[src/rtl/max_reduce_ctrl_pkg.sv]
`default_nettype none
// ============================================================================
// Module   : max_reduce_ctrl_pkg
// Brief    : Shared state encoding and tree latency for the max-reduce block.
// Revision : 1.0
// ============================================================================
package max_reduce_ctrl_pkg;

    localparam int TREE_LAT = 2;

    typedef enum logic [1:0] {
        ST_IDLE  = 2'd0,
        ST_FEED  = 2'd1,
        ST_DRAIN = 2'd2,
        ST_DONE  = 2'd3
    } state_t;

endpackage
`default_nettype wire

[src/rtl/max_32.sv]
`default_nettype none
// ============================================================================
// Module   : max_32
// Brief    : Two-stage pipelined signed maximum over 32 elements (unreset).
// Revision : 1.0
// ============================================================================
module max_32 #(
    parameter int DATA_WIDTH = 9
) (
    input  logic                         clk,
    input  logic signed [DATA_WIDTH-1:0] in_data [0:31],
    output logic signed [DATA_WIDTH-1:0] out_data
);

    logic signed [DATA_WIDTH-1:0] w_l1 [0:15];
    logic signed [DATA_WIDTH-1:0] w_l2 [0:7];
    logic signed [DATA_WIDTH-1:0] w_l3 [0:3];
    logic signed [DATA_WIDTH-1:0] w_l4 [0:1];
    logic signed [DATA_WIDTH-1:0] mid_d [0:3];
    logic signed [DATA_WIDTH-1:0] mid_q [0:3];
    logic signed [DATA_WIDTH-1:0] out_d;
    logic signed [DATA_WIDTH-1:0] out_q;

    // Stage 1: 32 -> 4 before the first register
    for (genvar i = 0; i < 16; i++) begin : g_l1
        assign w_l1[i] = (in_data[2*i] > in_data[2*i+1]) ? in_data[2*i] : in_data[2*i+1];
    end
    for (genvar i = 0; i < 8; i++) begin : g_l2
        assign w_l2[i] = (w_l1[2*i] > w_l1[2*i+1]) ? w_l1[2*i] : w_l1[2*i+1];
    end
    for (genvar i = 0; i < 4; i++) begin : g_l3
        assign w_l3[i] = (w_l2[2*i] > w_l2[2*i+1]) ? w_l2[2*i] : w_l2[2*i+1];
    end

    // Stage 2: 4 -> 1 before the output register
    for (genvar i = 0; i < 2; i++) begin : g_l4
        assign w_l4[i] = (mid_q[2*i] > mid_q[2*i+1]) ? mid_q[2*i] : mid_q[2*i+1];
    end

    always_comb begin
        for (int i = 0; i < 4; i++) begin
            mid_d[i] = w_l3[i];
        end
        out_d = (w_l4[0] > w_l4[1]) ? w_l4[0] : w_l4[1];
    end

    always_ff @(posedge clk) begin
        mid_q <= mid_d;
        out_q <= out_d;
    end

    assign out_data = out_q;

endmodule
`default_nettype wire

[src/rtl/max_reduce_ctrl.sv]
`default_nettype none
// ============================================================================
// Module   : max_reduce_ctrl
// Brief    : Streams beats through max_32 and tracks the running max and index.
// Revision : 1.0
// ============================================================================
module max_reduce_ctrl
    import max_reduce_ctrl_pkg::*;
#(
    parameter int DATA_WIDTH = 9,
    parameter int LANES      = 32,
    parameter int CNT_W      = 8
) (
    input  logic                         clk,
    input  logic                         rst,
    input  logic                         start,
    input  logic [CNT_W-1:0]             num_chunks,
    input  logic                         abort,
    output logic                         busy,
    input  logic                         in_valid,
    output logic                         in_ready,
    input  logic signed [DATA_WIDTH-1:0] in_data [0:LANES-1],
    output logic                         res_valid,
    input  logic                         res_ready,
    output logic signed [DATA_WIDTH-1:0] res_data,
    output logic [CNT_W-1:0]             res_idx
);

    localparam logic signed [DATA_WIDTH-1:0] c_ACC_MIN = {1'b1, {(DATA_WIDTH-1){1'b0}}};

    state_t                       state_q, state_d;
    logic [CNT_W-1:0]             num_q, num_d;
    logic [CNT_W-1:0]             snd_q, snd_d;
    logic [CNT_W-1:0]             rcv_q, rcv_d;
    logic signed [DATA_WIDTH-1:0] acc_q, acc_d;
    logic [CNT_W-1:0]             idx_q, idx_d;
    logic [TREE_LAT-1:0]          vpipe_q, vpipe_d;
    logic signed [DATA_WIDTH-1:0] w_tree_out;
    logic                         w_fire;

    max_32 #(
        .DATA_WIDTH(DATA_WIDTH)
    ) u_max_32 (
        .clk      (clk),
        .in_data  (in_data),
        .out_data (w_tree_out)
    );

    assign w_fire = in_valid && (state_q == ST_FEED);

    always_comb begin
        state_d = state_q;
        num_d   = num_q;
        snd_d   = snd_q;
        rcv_d   = rcv_q;
        acc_d   = acc_q;
        idx_d   = idx_q;
        vpipe_d = {vpipe_q[TREE_LAT-2:0], w_fire};

        case (state_q)
            ST_IDLE: begin
                if (start && (num_chunks != '0)) begin
                    num_d   = num_chunks;
                    snd_d   = '0;
                    rcv_d   = '0;
                    acc_d   = c_ACC_MIN;
                    idx_d   = '0;
                    state_d = ST_FEED;
                end
            end
            ST_FEED: begin
                if (w_fire) begin
                    snd_d = snd_q + CNT_W'(1);
                    if (snd_q == num_q - CNT_W'(1)) begin
                        state_d = ST_DRAIN;
                    end
                end
            end
            ST_DONE: begin
                if (res_ready) begin
                    state_d = ST_IDLE;
                end
            end
            default: ;
        endcase

        // Beats return in order, so the receive count is the beat index
        if (vpipe_q[TREE_LAT-1] && (state_q == ST_FEED || state_q == ST_DRAIN)) begin
            rcv_d = rcv_q + CNT_W'(1);
            if (w_tree_out > acc_q) begin
                acc_d = w_tree_out;
                idx_d = rcv_q;
            end
            if (state_q == ST_DRAIN && (rcv_q + CNT_W'(1)) == num_q) begin
                state_d = ST_DONE;
            end
        end

        if (abort && state_q != ST_IDLE) begin
            state_d = ST_IDLE;
            vpipe_d = '0;
            acc_d   = acc_q;
            idx_d   = idx_q;
        end
    end

    always_ff @(posedge clk) begin
        if (rst) begin
            state_q <= ST_IDLE;
            num_q   <= '0;
            snd_q   <= '0;
            rcv_q   <= '0;
            acc_q   <= c_ACC_MIN;
            idx_q   <= '0;
            vpipe_q <= '0;
        end else begin
            state_q <= state_d;
            num_q   <= num_d;
            snd_q   <= snd_d;
            rcv_q   <= rcv_d;
            acc_q   <= acc_d;
            idx_q   <= idx_d;
            vpipe_q <= vpipe_d;
        end
    end

    assign busy      = (state_q != ST_IDLE);
    assign in_ready  = (state_q == ST_FEED);
    assign res_valid = (state_q == ST_DONE);
    assign res_data  = acc_q;
    assign res_idx   = idx_q;

endmodule
`default_nettype wire

[config.mk]
export PLATFORM = sky130hd
export DESIGN_NAME = max_reduce_ctrl
export DESIGN_NICKNAME = d
export VERILOG_FILES = /design/src/rtl/max_reduce_ctrl_pkg.sv /design/src/rtl/max_32.sv /design/src/rtl/max_reduce_ctrl.sv
export SDC_FILE = /design/constraint.sdc
export NUM_CORES = 1
export LEC_CHECK = 0
export ABC_AREA = 0
export BUFFER_PORTS_ARGS = -buffer_cell sky130_fd_sc_hd__clkbuf_2
export CAP_MARGIN = 30
export CORE_MARGIN = 2
export CORE_UTILIZATION = 40
export DETAILED_ROUTE_END_ITERATION = 16
export PLACE_DENSITY = 0.72
export SETUP_SLACK_MARGIN = 0.02
export SYNTH_ARGS = -nofsm -noshare
export SYNTH_HDL_FRONTEND = slang
export SYNTH_HIERARCHICAL = 1
export SYNTH_SLANG_ARGS = --single-unit
[constraint.sdc]
create_clock -name clk -period 18.8 [get_ports clk]
set_clock_uncertainty 0.05 [all_clocks]
set_input_delay 5.64 -clock clk [delete_from_list [all_inputs] [get_ports clk]]
set_output_delay 5.64 -clock clk [all_outputs]
set_load 0.03 [all_outputs]
==> out/qor.txt <==
CP Buf/Inv Count: 5
Worst VDD drop: 0.07847 mV
final hold viol count: 0
r2r endpoint: u_max_32/out_data[0]$_DFF_P_
Crit Path Category: in2reg
Slew Viols, Final: 0
Final ANT Viol Nets: 0
number of global-route vias before repair: 12.89k
commonest non-fill, non-tap cells in the layout: inv_1, clkbuf_2, ha_1
Startpoint Class: input port
Crit-path slowest cell: o41ai_1
Async S/R FF share, synth: 0
P per Cell Area: 97.71 mW/mm²
Critical path destination: u_max_32/mid_q[18]$_DFF_P_
Final Routed Wirelength: 37.79 mm
Crit Path Max Fanout: 8
Root Buffer: clkbuf_16
share of cells above drive strength 1: 0.2114
Peak Freq: 81.58 MHz
worst slew pin tran: 1062 ps
WP depth: 35
CP Capture Type: flip-flop
Flop pwr share: 0.185
Worst slew margin: 0.2824
Remaining Overflow, GRT: 0
Setup crit start: in_data[199]
DIE AREA: 0.03729 mm²
flops & latches, synth: 90
Die Height: 193.1 µm
Via Count: 13.25k
Final TNS setup: 0 ps
largest net degree at the start of global routing: 38
Worst EP arrival: 12440 ps
Top Usage Layer GRT: met2
TritonCTS clock tree: done
H-Tree Depth: 3
ys flop type: dfxtp_1
Synth-to-Final Area Change: 16.30%
Top delay family on crit path: compound AO/OA/AOI/OAI gates
final worst setup slack: 6542 ps
Worst-Skew Late Latency: 340 ps
post-cts gate resize count: 0
Internal: 895.1 µW
IO buf count: 321
Cells after Synth: 1727
RSZ-0062 raised after global routing: false
sequential share of the synthesized area: 0.1260
switching portion of total power: 0.4493
WHS Path Cells: 1
Critical Path RT: 18980 ps
first-pass GRT wire length: 59.93 mm
maxcap violations: 0
CTS Buffer Depth: 2
grt met3 use: 0.02425
Clock power frac: 0.110
I/O Pins: 322
yosys warns: 6
Post-synth EDFFs: 0
post-CTS setup buffers: 0
hold_buf cts: 0
Die X-Extent: 193.1 µm
Initial DRT Pass Iterations: 5
Cell Rows: 69
Initial Util: 0.4041
initial antenna violation count: 0
Post-Syn Area: 0.01430 mm²
Detail Placement HPWL: 33.64 mm
status: complete, no violations
WL/cell: 15.17 µm
met2 usage: 0.3569
worst min path class: reg2reg
worst r2r src: u_max_32/mid_q[19]$_DFF_P_
cts bufs inserted: 9
# DRC: 0
Synth cell types: 86
final setup violation count: 0
met1 Use GR: 0.2438
Worst-path clk slew: 70 ps
Final nets: 2618
commonest non-fill, non-tap cell in the layout: inv_1
DR vias/cell: 5.321
critical path's most frequent cell: o21a_1
TritonCTS Sinks: 90
Gate power share: 0.706
n_diodes: 0
GRT Total Usage: 0.1948
Pleak: 9.267 nW
period utilization: 0.6520
min cycle time layout: 12260 ps
Switch Pwr: 730.3 µW
Fin Hold WS: 399.6 ps
Syn Nets: 2320
peak per-stage delay on the critical path: 570 ps
dpl ws: 6210 ps
mean post-synth cell area: 8.282 µm²
R2R depth: 24
drt initial violations: 530
Reg2Reg Setup Slack: 13660 ps
core area: 0.03540 mm²
RePlAce Congestion: 0.9075
stage by stage:
| step | area (µm²) | std cells | utilization | total power, mW |
|---|---|---|---|---|
| global route | 16630 | 2490 | 0.4700 | 1.781 |
| finish | 16630 | 2490 | 0.4700 | 1.625 |
| global placement | 16320 | 2472 | 0.4611 | 1.389 |
| detailed placement | 16330 | 2474 | 0.4615 | 1.446 |
| CTS | 16630 | 2489 | 0.4697 | 1.634 |
| floorplan | 14300 | 1727 | - | 1.163 |
how the worst min path moves through the flow:
stage | from | end | slack [ps]
after global routing | vpipe_q[0]$_SDFF_PP0_ | vpipe_q[1]$_SDFF_PP0_ | 420
after CTS | vpipe_q[0]$_SDFF_PP0_ | vpipe_q[1]$_SDFF_PP0_ | 400
after floorplan | vpipe_q[0]$_SDFF_PP0_ | vpipe_q[1]$_SDFF_PP0_ | 360
final | vpipe_q[0]$_SDFF_PP0_ | vpipe_q[1]$_SDFF_PP0_ | 400
after detailed placement | vpipe_q[0]$_SDFF_PP0_ | vpipe_q[1]$_SDFF_PP0_ | 380
after global placement | vpipe_q[0]$_SDFF_PP0_ | vpipe_q[1]$_SDFF_PP0_ | 370
synthesized netlist by cell type, types with 14 or more instances:
library cell | number | share of area
nand2_1 | 60 | 0.016
mux2_2 | 45 | 0.035
a21o_1 | 22 | 0.012
dfxtp_1 | 90 | 0.13
o21a_1 | 54 | 0.028
nand2b_1 | 14 | 0.0061
a21oi_1 | 90 | 0.031
o21ai_0 | 33 | 0.012
nor2_1 | 74 | 0.019
xnor2_1 | 19 | 0.012
o211ai_1 | 14 | 0.0073
nand4_1 | 51 | 0.022
nor2b_1 | 32 | 0.014
clkbuf_1 | 29 | 0.0076
mux2i_1 | 223 | 0.16
inv_1 | 342 | 0.090
ha_1 | 291 | 0.25
nand3_1 | 24 | 0.0084
registers in the layout, indices dropped and copies added, names as in the netlist:
| register | flops |
|---|---|
| res_idx | 8 |
| u_max_32/mid_q | 36 |
| u_max_32/out_data | 9 |
| state_q | 2 |
| res_data | 9 |
| snd_q | 8 |
| rcv_q | 8 |
| vpipe_q | 2 |
| num_q | 8 |
routing by layer:
metal / wire (µm) / share of wire
met1: 16730 / 0.44
met2: 18820 / 0.50
met3: 1631 / 0.043
met4: 604 / 0.016
met5: 0 / 0
power groups by stage:
| stage | clock, mW | combinational, mW | sequential, mW |
|---|---|---|---|
| 2_1_floorplan | 0 | 0.881 | 0.282 |
| 3_3_place_gp | 0 | 1.08 | 0.306 |
| 3_5_place_dp | 0 | 1.14 | 0.307 |
| 4_1_cts | 0.185 | 1.15 | 0.303 |
| 5_1_grt | 0.193 | 1.28 | 0.306 |
| 6_report | 0.178 | 1.15 | 0.300 |
kinds of logic (layout without fill, tap and decap cells):
family / count (synthesis) / count (layout) / synth area share
multiplexers: 280 / 280 / 0.2016
AND/OR/NAND/NOR: 306 / 306 / 0.1110
XOR/XNOR: 26 / 26 / 0.01592
AO/OA/AOI/OAI: 351 / 351 / 0.1874
buffers and inverters: 382 / 684 / 0.1029
flip-flops: 90 / 90 / 0.1260
adder cells (fa/ha/maj): 292 / 292 / 0.2552
area by class of cell:
| class | instances | area [µm²] |
|---|---|---|
| fillers | 3462 | 18760 |
| multi-input cells | 1255 | 11030 |
| inverters | 342 | 1284 |
| flip-flops and latches | 90 | 1802 |
| clock buffers | 10 | 229.0 |
| clock inverters | 5 | 63.81 |
| repair buffers | 327 | 1649 |
| well taps | 461 | 576.8 |
Power figures use the tool's default switching activity.
